### src/rtl/spi_pkg.sv
// Shared definitions for the SPI master transfer controller: default
// sizing and the state encoding used by the controller FSM.
package spi_pkg;

  localparam int DATA_WIDTH_DEF = 8;
  localparam int SPR_W_DEF      = 3;

  typedef enum logic [1:0] {
    S_IDLE = 2'd0,
    S_LOAD = 2'd1,
    S_XFER = 2'd2,
    S_DONE = 2'd3
  } state_t;

endpackage

### src/rtl/spi_baud_gen.sv
// Baud clock generator: a prescale counter and a toggle flop. Each half
// period lasts 2^spr_q system clocks, and every period starts with its low
// half. While run is low, everything is held cleared, so the baud clock is
// always 0 outside a transfer.
module spi_baud_gen import spi_pkg::*; #(
  parameter int SPR_W = SPR_W_DEF
) (
  input  logic             clk,
  input  logic             rst,
  input  logic             run,
  input  logic [SPR_W-1:0] spr_q,
  output logic             M_BaudRate,
  output logic             fall_tick
);

  localparam int PRE_W = (2 ** SPR_W) - 1;

  logic [PRE_W-1:0] pre_cnt;
  logic [PRE_W:0]   half_len;
  logic [PRE_W-1:0] half_last;
  logic             half_end;

  assign half_len  = (PRE_W+1)'(1) << spr_q;
  assign half_last = PRE_W'(half_len - (PRE_W+1)'(1));
  assign half_end  = run && (pre_cnt == half_last);
  assign fall_tick = half_end && M_BaudRate;

  // Count clocks in the current half; flip the baud clock when the half ends.
  always_ff @(posedge clk) begin
    if (rst || !run) begin
      pre_cnt    <= '0;
      M_BaudRate <= 1'b0;
    end else if (half_end) begin
      pre_cnt    <= '0;
      M_BaudRate <= ~M_BaudRate;
    end else begin
      pre_cnt    <= pre_cnt + PRE_W'(1);
    end
  end

endmodule

### src/rtl/spi_master_ctrl.sv
// SPI master transfer controller. It sequences IDLE -> LOAD -> XFER -> DONE
// around the shifter, produces exactly DATA_WIDTH baud periods, and keeps
// the SPIF / WCOL status flags.
module spi_master_ctrl import spi_pkg::*; #(
  parameter int DATA_WIDTH = DATA_WIDTH_DEF,
  parameter int SPR_W      = SPR_W_DEF
) (
  input  logic             clk,
  input  logic             rst,
  input  logic             SPE,
  input  logic             MSTR,
  input  logic [SPR_W-1:0] SPR,
  input  logic             start,
  input  logic             SPIF_clr,
  output logic             M_BaudRate,
  output logic             idle,
  output logic             shifter_en,
  output logic             SPDR_rd_en,
  output logic             SPDR_wr_en,
  output logic             SPIF,
  output logic             WCOL,
  output logic             busy
);

  localparam int BIT_W = $clog2(DATA_WIDTH + 1);

  state_t           state;
  state_t           state_next;
  logic [SPR_W-1:0] spr_q;
  logic [BIT_W-1:0] bit_cnt;
  logic             accept;
  logic             run;
  logic             fall_tick;
  logic             last_fall;
  logic             spif_set;
  logic             wcol_set;

  assign accept    = (state == S_IDLE) && start && SPE && MSTR;
  assign run       = (state == S_XFER) && SPE;
  assign last_fall = fall_tick && (bit_cnt == BIT_W'(DATA_WIDTH - 1));
  assign spif_set  = (state == S_DONE) && SPE;
  assign wcol_set  = start && (state != S_IDLE);

  spi_baud_gen #(
    .SPR_W (SPR_W)
  ) u_baud (
    .clk        (clk),
    .rst        (rst),
    .run        (run),
    .spr_q      (spr_q),
    .M_BaudRate (M_BaudRate),
    .fall_tick  (fall_tick)
  );

  // State register.
  always_ff @(posedge clk) begin
    if (rst) begin
      state <= S_IDLE;
    end else begin
      state <= state_next;
    end
  end

  // Next-state and shifter/SCK handshake outputs; losing SPE aborts to IDLE.
  always_comb begin
    state_next = state;
    idle       = 1'b1;
    shifter_en = 1'b0;
    SPDR_rd_en = 1'b0;
    SPDR_wr_en = 1'b0;
    busy       = 1'b1;
    case (state)
      S_IDLE: begin
        SPDR_rd_en = 1'b1;
        busy       = 1'b0;
        if (accept) begin
          state_next = S_LOAD;
        end
      end
      S_LOAD: begin
        SPDR_rd_en = 1'b1;
        shifter_en = 1'b1;
        state_next = SPE ? S_XFER : S_IDLE;
      end
      S_XFER: begin
        idle       = 1'b0;
        shifter_en = 1'b1;
        if (!SPE) begin
          state_next = S_IDLE;
        end else if (last_fall) begin
          state_next = S_DONE;
        end
      end
      S_DONE: begin
        SPDR_wr_en = SPE;
        state_next = S_IDLE;
      end
      default: begin
        state_next = S_IDLE;
      end
    endcase
  end

  // Latch the baud select at start and count completed baud periods.
  always_ff @(posedge clk) begin
    if (rst) begin
      spr_q   <= '0;
      bit_cnt <= '0;
    end else if (accept) begin
      spr_q   <= SPR;
      bit_cnt <= '0;
    end else if (fall_tick) begin
      bit_cnt <= bit_cnt + BIT_W'(1);
    end
  end

  // Status flags; a set on the same edge as a clear takes priority.
  always_ff @(posedge clk) begin
    if (rst) begin
      SPIF <= 1'b0;
      WCOL <= 1'b0;
    end else begin
      if (spif_set) begin
        SPIF <= 1'b1;
      end else if (SPIF_clr || accept) begin
        SPIF <= 1'b0;
      end
      if (wcol_set) begin
        WCOL <= 1'b1;
      end else if (SPIF_clr) begin
        WCOL <= 1'b0;
      end
    end
  end

endmodule

### config.mk
export PLATFORM = sky130hd
export DESIGN_NAME = spi_master_ctrl
export DESIGN_NICKNAME = d
export VERILOG_FILES = /design/src/rtl/spi_pkg.sv /design/src/rtl/spi_baud_gen.sv /design/src/rtl/spi_master_ctrl.sv
export SDC_FILE = /design/constraint.sdc
export NUM_CORES = 1
export LEC_CHECK = 0
export CAP_MARGIN = 20
export CORE_ASPECT_RATIO = 0.5
export CORE_UTILIZATION = 37
export DETAILED_ROUTE_END_ITERATION = 8
export PLACE_DENSITY_LB_ADDON = 0.15
export SLEW_MARGIN = 20
export SYNTH_ARGS = -nofsm -noshare
export SYNTH_HDL_FRONTEND = slang
export SYNTH_SLANG_ARGS = --single-unit
### constraint.sdc
create_clock -name clk -period 4.9 [get_ports clk]
set_input_delay 1.47 -clock clk [delete_from_list [all_inputs] [get_ports clk]]
set_output_delay 1.47 -clock clk [all_outputs]
set_load 0.02 [all_outputs]
==> flow_summary.yaml <==
critical_path:
  ff2ff_setup_slack_ns: 2.60
  criticalPathCategory: "primary input to output pin"
  critPathLaunchType: "primary input"
  crit_path_end_kind: "output pin"
  reg2regPathDepth: 6
  r2r-start: "spr_q[2]"
  crit_fanout: 5
  cp.arrival_ns: 2.79
  required_ns: 3.43
  r2r-end: "bit_cnt[2]"
sta:
  final_max_slew_viol_count: 0
  worstMarginPinSlew_ns: 0.6426
  timing.fmax_ghz: 0.2349
  fin_worst_skew_ns: 0.0009755
  tns_ns: 0
  fin_crit_sh_pct: 86.87
  fin_crit_ns: 4.257
  setup_viol: 0
  rsz0062_at_grt: "false"
  slew_headroom_pct: 56.83
  hold_violations: 0
cts:
  root_buffer: "clkbuf_8"
  insertion_delay_ns: 0.26
  cts.sinks: 19
  clk_pin_slew_ns: 0.07
  cts_buffer_depth: 2
  cts_setup_buffers: 0
  cts_tree: "done"
  cts_hold_buf: 0
  numCtsBuffers: 3
  postCtsResizedCells: 0
  h-tree-depth: 1
global_route:
  grt-ovfl-total: 0
  grt_pass1_wl_um: 3505
  grt_max_degree: 12
  first_global_vias: 758
  grt_usage_pct: 15.08
  antenna_found_initial: 0
detailed_routing:
  first_iter_violations: 27
  vias: 872
  drc: 0
  wl_per_cell_um: 12.06
  via_per_inst: 4.899
  postRouteAntennaNets: 0
  routed_wl_um: 2147
  dr.pass1.iters: 4
floorplanning:
  die_h_um: 40.20
  start_util_pct: 40.23
  fp.dieW_um: 78.40
  coreArea_um2: 2684
  die_area_um2: 3152
  top_level_ports: 17
  num_rows: 13
synth:
  synth_xor_area_share_pct: 5.678
  synth.avg_cell_area_um2: 8.570
  synthMuxAreaShare_pct: 3.708
  yosysWarnings: 0
  synth-simple-area-share_pct: 28.04
  synth_nets: 141
  ys_ff_latch: 19
  synth_top_family_by_area: "simple AND/OR/NAND/NOR gates"
  synth-compound-area-share_pct: 13.44
  syn_inst: 126
  synth-adder-area-share_pct: 6.952
  netlist_area_um2: 1080
  ys_types: 39
  ys_seq_area_share_pct: 35.23
pwr:
  power_switching_w: 0.0001077
  combPwrFrac_pct: 24.1
  switching_share_pct: 29.42
  p_seq_share_pct: 45.4
  pwr_density_cell_nw_per_um2: 282.7
  power_w: 0.0003661
  clkPwrFrac_pct: 30.5
  leakage_nw: 0.4942
  peakVddDrop_uv: 211.7
  internal-power_w: 0.0002584
placement:
  hpwlAfterDp_um: 1590
  port_buffers: 16
  place.gp.congestion: 0.7543
cells_and_area:
  antenna_cells: 0
  area.growth.synth_to_final_pct: 19.93
  layout-drive-gt1-share_pct: 8.511
  final_nets: 157
  fillers: 271
outcome:
  status: "finished, final reports clean"
worst_hold_path:
  hold_depth: 1
  min-delay-start: "u_baud.pre_cnt[0]"
  min_path_type: "register to register"
  min_to: "u_baud.pre_cnt[0]"
run:
  drv_cap: 0
stage by stage:
step	util (%)	instances	hold WS, ns	setup slack, ns	area, um^2
after floorplan	-	126	0.4469	1.733	1080
after global placement	46.53	174	0.4766	0.6674	1249
after detailed placement	46.53	174	0.4799	0.6536	1249
after CTS	48.25	178	0.4986	0.6558	1295
after global routing	48.25	178	0.5353	0.6048	1295
final	48.25	178	0.4933	0.6435	1295
cells in the final DEF, fill, tap and decap left out, types with 2 or more instances in the layout:
master	synthesis	routed
xor2_1	2	2
nand3_1	6	6
nand2_1	5	5
ha_1	6	6
o21ai_0	2	2
xnor2_1	5	5
dfxtp_1	19	19
nor3_1	3	3
or3_1	3	3
inv_1	10	10
nand4_1	3	3
or4_4	2	2
mux2i_1	4	4
a21oi_1	6	6
nor2_1	20	20
clkbuf_8	0	3
a31oi_1	2	2
a22oi_1	2	2
clkdlybuf4s50_1	0	16
and2_1	2	2
and3_1	2	2
power groups by stage:
stage	Sequential [W]	Clock, W	Combinational, W
after floorplan	0.000169	0	0.0000571
after global placement	0.000170	0	0.0000886
after detailed placement	0.000170	0	0.0000880
after CTS	0.000166	0.000117	0.0000890
after global routing	0.000168	0.000126	0.0000968
final	0.000166	0.000112	0.0000883
area by class of cell:
type / instances / area [um^2] / share of cell area, %
clock buffers: 3 / 41.29 / 3.188
inverters: 10 / 37.54 / 2.899
repair buffers: 16 / 160.2 / 12.37
clock inverters: 1 / 5.005 / 0.3865
well taps: 37 / 46.29 / 3.575
flip-flops and latches: 19 / 380.4 / 29.37
multi-input cells: 92 / 624.3 / 48.21
state kept, by name, indices dropped and copies added, names as in the netlist:
register / cells
state: 2
spr_q: 3
bit_cnt: 4
u_baud.pre_cnt: 7
SPIF: 1
WCOL: 1
u_baud.M_BaudRate: 1
critical path, stage by stage:
cell	delay (ns)
clkdlybuf4s50_1	0.54
and2_1	0.17
clkdlybuf4s50_1	0.60
logic make-up after synthesis:
family / Yosys count
multiplexers: 4
AO/OA/AOI/OAI: 21
buffers and inverters: 15
XOR/XNOR: 7
adder cells (fa/ha/maj): 6
AND/OR/NAND/NOR: 54
flip-flops: 19
cell usage after synthesis (all sizes together):
cell	n	area share, %
xnor2	5	4.1
nand2	5	1.7
nand3	6	2.8
clkbuf	2	0.70
and3	2	1.2
nand4	3	1.7
inv	10	3.5
a221o	1	0.93
a22oi	2	1.4
or4b	1	0.93
a31o	1	0.81
or3	3	1.7
a41o	1	0.93
nand2b	1	0.58
ha	6	7.0
o221ai	1	0.81
o21a	1	0.70
or2	1	0.58
o211ai	1	0.70
nor3	4	2.3
a21oi	7	3.6
and2	2	1.2
a211o	1	0.81
nor3b	1	0.70
o21ai	2	0.93
dfxtp	19	35
a31oi	2	1.2
o31ai	1	0.70
or4	2	2.1
mux2i	4	3.7
nor4b	2	3.0
xor2	2	1.6
nor2	21	7.5
buf	3	2.8
worst max path at each step:
stage / start / endpoint / slack (ns) / cells past startpoint
3_3_place_gp: SPE / SPDR_wr_en / 0.67 / 3
4_1_cts: SPE / SPDR_wr_en / 0.66 / 3
6_report: SPE / SPDR_wr_en / 0.64 / 3
2_1_floorplan: SPE / SPDR_wr_en / 1.73 / 1
5_1_grt: SPE / SPDR_wr_en / 0.60 / 3
3_5_place_dp: SPE / SPDR_wr_en / 0.65 / 3
layer usage:
layer | vias to the layer above | wire (um) | GRT usage (%)
li1 | 470 | - | -
met1 | 393 | 1185 | 19.89
met2 | 7 | 888 | 25.00
met3 | 2 | 60 | 4.773
met4 | 0 | 13 | 2.778
met5 | - | 0 | 0
No activity file was read; power rests on OpenSTA's default activity.
